`config.mk`:
```
export PLATFORM = sky130hd
export DESIGN_NAME = fwd_scoreboard
export DESIGN_NICKNAME = d
export VERILOG_FILES = /design/src/rtl/fwd_scoreboard.sv
export SDC_FILE = /design/constraint.sdc
export NUM_CORES = 1
export LEC_CHECK = 0
export CAP_MARGIN = 20
export CORE_MARGIN = 2
export CORE_UTILIZATION = 43
export CTS_CLUSTER_SIZE = 24
export DETAILED_ROUTE_END_ITERATION = 8
export PLACE_DENSITY_LB_ADDON = 0.05
export SKIP_LAST_GASP = 1
export SLEW_MARGIN = 10
export SYNTH_ARGS = -nofsm -noshare
export SYNTH_HDL_FRONTEND = slang
export SYNTH_SLANG_ARGS = --single-unit
```
`constraint.sdc`:
```
create_clock -name clk -period 3.5 [get_ports clk]
set_input_delay 0.35 -clock clk [delete_from_list [all_inputs] [get_ports clk]]
set_output_delay 0.35 -clock clk [all_outputs]
set_load 0.02 [all_outputs]
```
`src/rtl/fwd_scoreboard.sv`:
```
// Forwarding scoreboard: shifting record of in-flight register writes that resolves
// each read port to forward, fall through to the GRF, or stall the D stage.

module fwd_port #(
   parameter int DW     = 32,
   parameter int RW     = 5,
   parameter int STAGES = 3,
   parameter int TW     = 2
) (
   input  logic [STAGES-1:0]         vld,
   input  logic [STAGES-1:0][RW-1:0] a3,
   input  logic [STAGES-1:0][TW-1:0] tnew,
   input  logic [STAGES-1:0][DW-1:0] stage_data,
   input  logic [RW-1:0]             rd_addr,
   input  logic [TW-1:0]             rd_tuse,
   input  logic [DW-1:0]             rf_data,
   output logic [DW-1:0]             fwd_data,
   output logic                      fwd_hit,
   output logic                      stall_req
);

   logic found;

   // Scan from the youngest stage; the first match shadows every older one.
   always_comb begin
      fwd_data  = rf_data;
      fwd_hit   = 1'b0;
      stall_req = 1'b0;
      found     = 1'b0;
      for (int k = 0; k < STAGES; k++) begin
         if (!found && vld[k] && (a3[k] == rd_addr) && (rd_addr != '0)) begin
            found = 1'b1;
            if (tnew[k] == '0) begin
               fwd_data = stage_data[k];
               fwd_hit  = 1'b1;
            end else if (tnew[k] > rd_tuse) begin
               stall_req = 1'b1;
            end
         end
      end
   end

endmodule

module fwd_scoreboard #(
   parameter int DW     = 32,
   parameter int RW     = 5,
   parameter int STAGES = 3,
   parameter int RPORTS = 2,
   parameter int TW     = 2,
   parameter int CW     = 16
) (
   input  logic                      clk,
   input  logic                      reset,
   input  logic                      issue_valid,
   input  logic [RW-1:0]             issue_a3,
   input  logic [TW-1:0]             issue_tnew,
   input  logic                      flush,
   input  logic [STAGES-1:0][DW-1:0] stage_data,
   input  logic [RPORTS-1:0][RW-1:0] rd_addr,
   input  logic [RPORTS-1:0][TW-1:0] rd_tuse,
   input  logic [RPORTS-1:0][DW-1:0] rf_data,
   output logic [RPORTS-1:0][DW-1:0] fwd_data,
   output logic [RPORTS-1:0]         fwd_hit,
   output logic                      stall,
   output logic [CW-1:0]             stall_cnt
);

   logic [STAGES-1:0]         vld_pipe;
   logic [STAGES-1:0][RW-1:0] ent_a3;
   logic [STAGES-1:0][TW-1:0] ent_tnew;
   logic [RPORTS-1:0]         stall_req;

   // A stalled cycle injects a bubble at E while older entries keep advancing.
   always_ff @(posedge clk or posedge reset) begin
      if (reset) begin
         vld_pipe <= '0;
         ent_a3   <= '0;
         ent_tnew <= '0;
      end else if (flush) begin
         vld_pipe <= '0;
      end else begin
         vld_pipe[0] <= issue_valid & ~stall & (issue_a3 != '0);
         ent_a3[0]   <= issue_a3;
         ent_tnew[0] <= issue_tnew;
         for (int k = 1; k < STAGES; k++) begin
            vld_pipe[k] <= vld_pipe[k-1];
            ent_a3[k]   <= ent_a3[k-1];
            ent_tnew[k] <= (ent_tnew[k-1] == '0) ? '0 : ent_tnew[k-1] - TW'(1);
         end
      end
   end

   for (genvar p = 0; p < RPORTS; p++) begin : g_port
      fwd_port #(
         .DW(DW), .RW(RW), .STAGES(STAGES), .TW(TW)
      ) u_port (
         .vld        (vld_pipe),
         .a3         (ent_a3),
         .tnew       (ent_tnew),
         .stage_data (stage_data),
         .rd_addr    (rd_addr[p]),
         .rd_tuse    (rd_tuse[p]),
         .rf_data    (rf_data[p]),
         .fwd_data   (fwd_data[p]),
         .fwd_hit    (fwd_hit[p]),
         .stall_req  (stall_req[p])
      );
   end

   assign stall = |stall_req;

   always_ff @(posedge clk or posedge reset) begin
      if (reset)
         stall_cnt <= '0;
      else if (stall && !flush && (stall_cnt != '1))
         stall_cnt <= stall_cnt + CW'(1);
   end

endmodule

```
==> results of run 1 <==
-- per-layer routing --
metal  wire, um  track usage  vias to the layer above
met4        788        0.139                        0
li1           -            -                     2615
met5          0            0                        -
met1       7310        0.354                     2644
met2       9700        0.543                      210
met3       1410       0.0522                       53
-- per-stage QoR --
step / worst slack, ns / hold slack [ns] / std cells
floorplan: 0.818 / 0.478 / 587
global placement: 0.0167 / 0.476 / 991
detailed placement: -0.0492 / 0.490 / 991
CTS: -0.0635 / 0.497 / 999
global route: 0.00881 / 0.528 / 1001
finish: 0.100 / 0.470 / 1001
-- layout by cell type, fill, tap and decap left out, types with 11 or more instances in the layout --
cell type and n:
o211ai_1 15, ha_1 13, o21ai_2 23, inv_1 41, mux2i_1 64, xnor2_1 34, mux2_2 17, o21ai_0 49
dlygate4sd2_1 17, xor2_1 11, clkdlybuf4s50_1 203, o21ai_1 30, buf_4 32, dfrtp_1 40, o211ai_2 27, dlymetal6s2s_1 46
nand2_1 105
-- state kept, by name, indices dropped and copies added (netlist names) --
signal     count
stall_cnt     16
ent_a3        15
ent_tnew       6
vld_pipe       3
-- final cells by class --
type	count	area share
multi-input combinational	463	0.421
timing repair buffer	309	0.396
sequential	40	0.123
tap	140	0.0216
inverter	41	0.0190
clock inverter	3	0.0111
clock buffer	5	0.00848
-- worst max-delay path: cells and delay by family --
| kind | cells | cell delay (ns) |
|---|---|---|
| buf+inv | 3 | 1.37 |
| simple gates | 6 | 1.32 |
-- where the power goes --
part / internal, W / switching [W]
clock: 0.000357 / 0.000166
sequential: 0.000504 / 0.0000560
combinational: 0.000423 / 0.000318
-- worst paths after layout --
kind	startpoint	end	slack, ns	cells past startpoint
max in group asynchronous	reset	ent_tnew[2]	2.67	3
min reg2reg	stall_cnt[5]	stall_cnt[5]	0.50	1
min in group clk	stall_cnt[5]	stall_cnt[5]	0.50	1
min	reset	stall_cnt[7]	0.47	3
max	rd_addr[7]	fwd_hit[1]	0.10	9
max reg2reg	ent_a3[0]	stall_cnt[1]	0.96	9
-- what timing repair did --
item                                    CTS  global route
endpoints found under the setup margin   40            47
gates cloned                              0             1
hold endpoints to repair                  0             0
buffers inserted                          0             1
resized for setup                        17            48
pin swaps                                 0             1
-- logic make-up after synthesis --
family,after synthesis,share of synthesized area
buffers and inverters,84,0.0824
AND/OR/NAND/NOR,159,0.166
XOR/XNOR,45,0.0824
multiplexers,82,0.176
flip-flops,40,0.209
AO/OA/AOI/OAI,164,0.250
adder cells (fa/ha/maj),13,0.0340
==> summary.md, run 1 <==
| Metric | Value |
|---|---|
| Status | `completed` |
| CTS Buffer Depth | `2` |
| NumNets Final | `1058` |
| Global route total overflow | `0` |
| Layout cell share with drive strength beyond 1 | `0.154` |
| Die Wd | `109 um` |
| Max_slew headroom | `0.635` |
| Die height | `109 um` |
| Drt total wl | `19.2 mm` |
| Synthesis Warnings | `0` |
| CP Launch Type | `input port` |
| DRT Pass-1 Iters | `5` |
| DRC errors left | `0` |
| Flops & latches, synth | `40` |
| FF/Latch Area | `1000 um^2` |
| Post-Syn Area | `4780 um^2` |
| Tot GR Track Use | `0.304` |
| Root buffer cell | `clkbuf_8` |
| Crit. End Element | `output pin` |
| Final GP Congestion | `1.07` |
| CTS H-tree lvls | `2` |
| Fin Setup TNS | `0 ns` |
| Fraction of registers with async set/reset | `1.00` |
| Syn nets | `785` |
| Crit path cell chain | `clkdlybuf4s50_1 -> or4_1 -> nor2_4 -> nor3_1 -> nor4b_4 -> clkbuf_16 -> nor2_1 -> nand2_1 -> clkdlybuf4s50_1` |
| CTS clk-pin slew, worst paths | `0.08 ns` |
| Crit Path Class | `in2out` |
| Placement Rows | `38` |
| Cts hold-fix bufs | `0` |
| Hold WC Path Type | `in2async` |
| Largest net degree at the start of global routing | `66` |
| Crit-path most repeated cell | `clkdlybuf4s50_1` |
| Final Max Tran Viols | `0` |
| Slowest stage delay, CP | `0.61 ns` |
| Critical Path Fanout Max | `26` |
| Most frequent cell after synthesis | `nand2_1` |
| Critical Path AT | `3.05 ns` |
| Critical-path top delay cell | `clkdlybuf4s50_1` |
| Mapped Avg Cell Area | `8.15 um^2` |
| Sequential area share after synthesis | `0.209` |
| Max-cap violations | `0` |
| Initial Utilization | `0.441` |
| Antenna fix cells | `0` |
| DR vias | `5522` |
| CTS tree | `built` |
| Top Ports | `268` |
| Required @ worst endpoint | `3.15 ns` |
| Most used DFF post-synth | `dfrtp_1` |
| Post-Synthesis Cells | `587` |
| FILL cells | `833` |
| Final setup violation count | `0` |
| Area grow syn2layout | `69.7%` |
| Final Util | `0.749` |
| Vias in the first global route | `5493` |
| Worst-margin pin slew | `0.543 ns` |
| Placed inst area | `7840 um^2` |
| Post-route clock period utilization | `0.971` |
| Routed Antenna Nets | `0` |
| Area contributors post-synth | `dfrtp_1 (21%), mux2i_1 (13%), nand2_1 (8.2%)` |
| Core Box Area | `10800 um^2` |
| Worst skew pair latency | `0.30 ns` |
| Die ar. | `12000 um^2` |
| Final Critical Period | `3.40 ns` |
| EDFF count, synth | `0` |
| Inserted Clock Buffers | `5` |
| Post-synth top cells | `nand2_1 (105), mux2i_1 (64), o21ai_0 (49)` |
| Post-synth top area share | `0.209` |
| Power per cell area | `225 nW/um^2` |
| Area of the multi-input gates | `3420 um^2` |
| First-pass GRT wire length | `28.6 mm` |
| Placed wire-length estimate | `15.2 mm` |
| Iter 0 DRT Violations | `335` |
| Via density | `5.52` |
| Final Skew | `0.0114 ns` |
| Fmax | `294 MHz` |
| Final Cell Area | `8120 um^2` |
| RSZ-0062 raised after global routing | `no` |
| Leakage | `3.68 nW` |
| Sink Count | `40` |
| Buffers added on ports | `267` |
| Max VDD drop | `0.000390 V` |
| Final Hold Fails | `0` |
| WL/cell | `19.2 um` |
| Total power | `0.00182 W` |
| Initial antenna violation count | `0` |
| Yosys top cell by area | `dfrtp_1` |
| Netlist cell types | `45` |
Note: power is estimated with default switching activity, not from simulation.
==> run 2: changes to the inputs <==
--- a/config.mk
+++ b/config.mk
@@ -5,9 +5,10 @@
 export SDC_FILE = /design/constraint.sdc
 export NUM_CORES = 1
 export LEC_CHECK = 0
-export CAP_MARGIN = 20
+export ABC_AREA = 1
+export CAP_MARGIN = 10
 export CORE_MARGIN = 2
-export CORE_UTILIZATION = 43
+export CORE_UTILIZATION = 44
 export CTS_CLUSTER_SIZE = 24
 export DETAILED_ROUTE_END_ITERATION = 8
 export PLACE_DENSITY_LB_ADDON = 0.05
==> run 2 against run 1 <==
Synthesized area up 5.7%. Critical path depth is 5 higher. Count of clock-buffer cells in the layout is 2 higher.
==> summary.md, run 2 <==
| Metric | Value |
|---|---|
| Max VDD drop | `0.000460 V` |
| Inserted Clock Buffers | `5` |
| DR WL met3 | `1.60 mm` |
| Vias in the first global route | `6373` |
| WL/cell | `16.3 um` |
| Post-synth top cells | `nand2_1 (317), o21ai_0 (138), inv_1 (87)` |
| Via density | `5.34` |
| Met1 WL | `8.53 mm` |
| CP Launch Type | `input port` |
| Met2 Routed Length | `10.0 mm` |
| DR top layer | `met5` |
| Worst r2r path cells | `11` |
| Post-CTS setup repair buffer count | `0` |
| Critical-path top delay cell | `clkdlybuf4s50_1` |
| Power per cell area | `217 nW/um^2` |
| Final Hold Fails | `0` |
| Die Wd | `111 um` |
| Top Ports | `268` |
| Crit-path most repeated cell | `nand2_1` |
| FILL cells | `1048` |
| Crit. End Element | `output pin` |
| Largest net degree at the start of global routing | `45` |
| Critical Path AT | `2.99 ns` |
| Buffers added on ports | `267` |
| Netlist cell types | `32` |
| Crit path buf inv count | `4` |
| Root buffer cell | `clkbuf_16` |
| Yosys top cell by area | `nand2_1` |
| Sequential area share after synthesis | `0.198` |
| Net Switching | `0.000589 W` |
| Max reg flops | `16` |
| Core Box Area | `11300 um^2` |
| Sw frac | `0.337` |
| CP delay by family, top | `buffers and inverters` |
| WHS Path Cells | `2` |
| Worst-margin pin slew | `0.891 ns` |
| Fin Setup TNS | `0 ns` |
| Crit path cell chain | `clkdlybuf4s50_1 -> nor2_1 -> nand2_1 -> nor2_2 -> nor2_2 -> nand2_4 -> inv_1 -> nand2_1 -> buf_12 -> nand2_1 -> o211ai_1 -> nand3_1 -> o21ai_0 -> clkdlybuf4s50_1` |
| CTS H-tree lvls | `2` |
| Initial Utilization | `0.447` |
| Commonest non-fill, non-tap cell in the layout | `nand2_1` |
| Die ar. | `12400 um^2` |
| Tot GR Track Use | `0.331` |
| DR vias | `6892` |
| Mapped Avg Cell Area | `5.62 um^2` |
| Synthesis Warnings | `0` |
| Max-cap violations | `0` |
| CTS clk-pin slew, worst paths | `0.06 ns` |
| Reg2Reg Setup Slack | `1.32 ns` |
| Die height | `111 um` |
| Fmax | `299 MHz` |
| Biggest regs | `stall_cnt (16), ent_a3 (15), ent_tnew (6)` |
| Post-synth top area share | `0.235` |
| Most frequent cell after synthesis | `nand2_1` |
| Most frequent cells in the layout | `nand2_1 (317), clkdlybuf4s50_1 (267), o21ai_0 (138)` |
| Leakage | `3.77 nW` |
| First-pass GRT wire length | `33.7 mm` |
| Gate power share | `0.432` |
| Post-route clock period utilization | `0.955` |
| Min-delay src | `vld_pipe[1]` |
| CTS Buffer Depth | `2` |
| Area grow syn2layout | `59.6%` |
| Largest family of logic cells by synthesized area | `simple AND/OR/NAND/NOR gates` |
| DRT Pass-1 Iters | `5` |
| Final setup violation count | `0` |
| Global route total overflow | `0` |
| Simple-Gate Fraction of Synth Area | `0.380` |
| NumNets Final | `1345` |
| Most used DFF post-synth | `dfrtp_1` |
| Xor/xnor share of the synthesized area | `0.0260` |
| Post-Synthesis Cells | `900` |
| Total power | `0.00175 W` |
| Iter 0 DRT Violations | `677` |
| Mux cell area share after synthesis | `0` |
| RSZ-0062 raised after global routing | `no` |
| DRC errors left | `0` |
| Antenna fix cells | `0` |
| CTS tree | `built` |
| Max_slew headroom | `0.405` |
| Sequential power share | `0.299` |
| Required @ worst endpoint | `3.15 ns` |
| Initial antenna violation count | `1` |
| EDFF count, synth | `0` |
| Final Skew | `0.00522 ns` |
| Area contributors post-synth | `nand2_1 (24%), dfrtp_1 (20%), o21ai_0 (14%)` |
| Placed wire-length estimate | `15.9 mm` |
| Final Max Tran Viols | `0` |
| Final GP Congestion | `0.947` |
| Status | `completed` |
| Post-Syn Area | `5060 um^2` |
| Placement Rows | `39` |
| Cell internal pwr | `0.00116 W` |
| Hold WC Path Type | `reg2reg` |
| Largest reg by FF count | `stall_cnt` |
| WP depth | `14` |
| Drt total wl | `21.0 mm` |
| Cts repair resizes | `0` |
| Final Critical Period | `3.34 ns` |
| Sink Count | `40` |
| Worst Hold End | `vld_pipe[2]` |
| Compound-Gate Fraction of Synth Area | `0.244` |
| Start of the worst register-to-register path | `ent_tnew[5]` |
| Syn nets | `1098` |
| Crit Path Class | `in2out` |
| Slowest stage delay, CP | `0.67 ns` |
| Worst skew pair latency | `0.29 ns` |
| Fraction of registers with async set/reset | `1.00` |
| Critical Path Fanout Max | `33` |
| Cts hold-fix bufs | `0` |
| Clock power share | `0.268` |
| Reg2reg end | `stall_cnt[1]` |
| Adder-cell share of the synthesized area | `0.0322` |
| Flops & latches, synth | `40` |
| Routed Antenna Nets | `0` |
| Layout cell share with drive strength beyond 1 | `0.0549` |
==> run 2: cell count changes after synthesis, sizes merged, moves of 41 or more <==
| cell | previous run | this run |
|---|---|---|
| inv | 41 | 95 |
| mux2i | 64 | 0 |
| nand2 | 105 | 321 |
| nand3 | 1 | 74 |
| nor2 | 9 | 50 |
| o21ai | 102 | 148 |
==> run 2: power by group through the flow <==
| stage | clock network [W] | registers, W | logic [W] |
|---|---|---|---|
| 6_report | 0.000469 | 0.000523 | 0.000755 |
| 4_1_cts | 0.000476 | 0.000523 | 0.000754 |
| 3_3_place_gp | 0 | 0.000531 | 0.000745 |
| 2_1_floorplan | 0 | 0.000527 | 0.000355 |
| 5_1_grt | 0.000495 | 0.000529 | 0.000833 |
| 3_5_place_dp | 0 | 0.000531 | 0.000750 |
==> run 2: cells by family after synthesis <==
family / after synthesis
adders and majority gates: 13
buffers and inverters: 149
and+or+nand+nor: 456
xor gates and xnor gates: 15
DFF: 40
AOI/OAI and AO/OA: 227
==> run 2: per-stage QoR <==
| stage | setup slack [ns] | instances | util | hold WS (ns) | cell area, um^2 |
|---|---|---|---|---|---|
| 2_1_floorplan | 1.37 | 900 | - | 0.456 | 5060 |
| 3_3_place_gp | 0.291 | 1283 | 0.699 | 0.480 | 7920 |
| 3_5_place_dp | 0.224 | 1283 | 0.699 | 0.478 | 7920 |
| 4_1_cts | 0.200 | 1291 | 0.713 | 0.491 | 8070 |
| 5_1_grt | 0.0120 | 1291 | 0.713 | 0.552 | 8070 |
| 6_report | 0.159 | 1291 | 0.713 | 0.488 | 8070 |
==> run 2: metal layers <==
metal / global-route usage / up-vias
li1: - / 3434
met1: 0.422 / 3094
met2: 0.565 / 306
met3: 0.0481 / 56
met4: 0.125 / 2
met5: 0 / -
==> run 2: layout make-up <==
| type | count | area [um^2] | share of cell area |
|---|---|---|---|
| Multi-Input combinational cell | 711 | 3450 | 0.428 |
| Sequential cell | 40 | 1000 | 0.124 |
| Tap cell | 143 | 179 | 0.0222 |
| Clock inverter | 1 | 7.51 | 0.000930 |
| Timing Repair Buffer | 292 | 2920 | 0.362 |
| Inverter | 97 | 364 | 0.0451 |
| Clock buffer | 7 | 143 | 0.0177 |
==> run 2: worst max-delay path by stage <==
stage / endpoint / slack (ns) / from
finish: fwd_data[47] / 0.16 / rd_addr[5]
global route: fwd_data[48] / 0.01 / rd_addr[5]
CTS: fwd_data[47] / 0.20 / rd_addr[5]
detailed placement: fwd_data[47] / 0.22 / rd_addr[5]
global placement: fwd_data[47] / 0.29 / rd_addr[5]
floorplan: fwd_data[58] / 1.37 / ent_a3[1]
==> run 2: tightest hold or removal path, stage by stage, from the launching register on <==
cell     delay, ns
dfrtp_1       0.32
inv_1         0.06
nor2_1        0.08
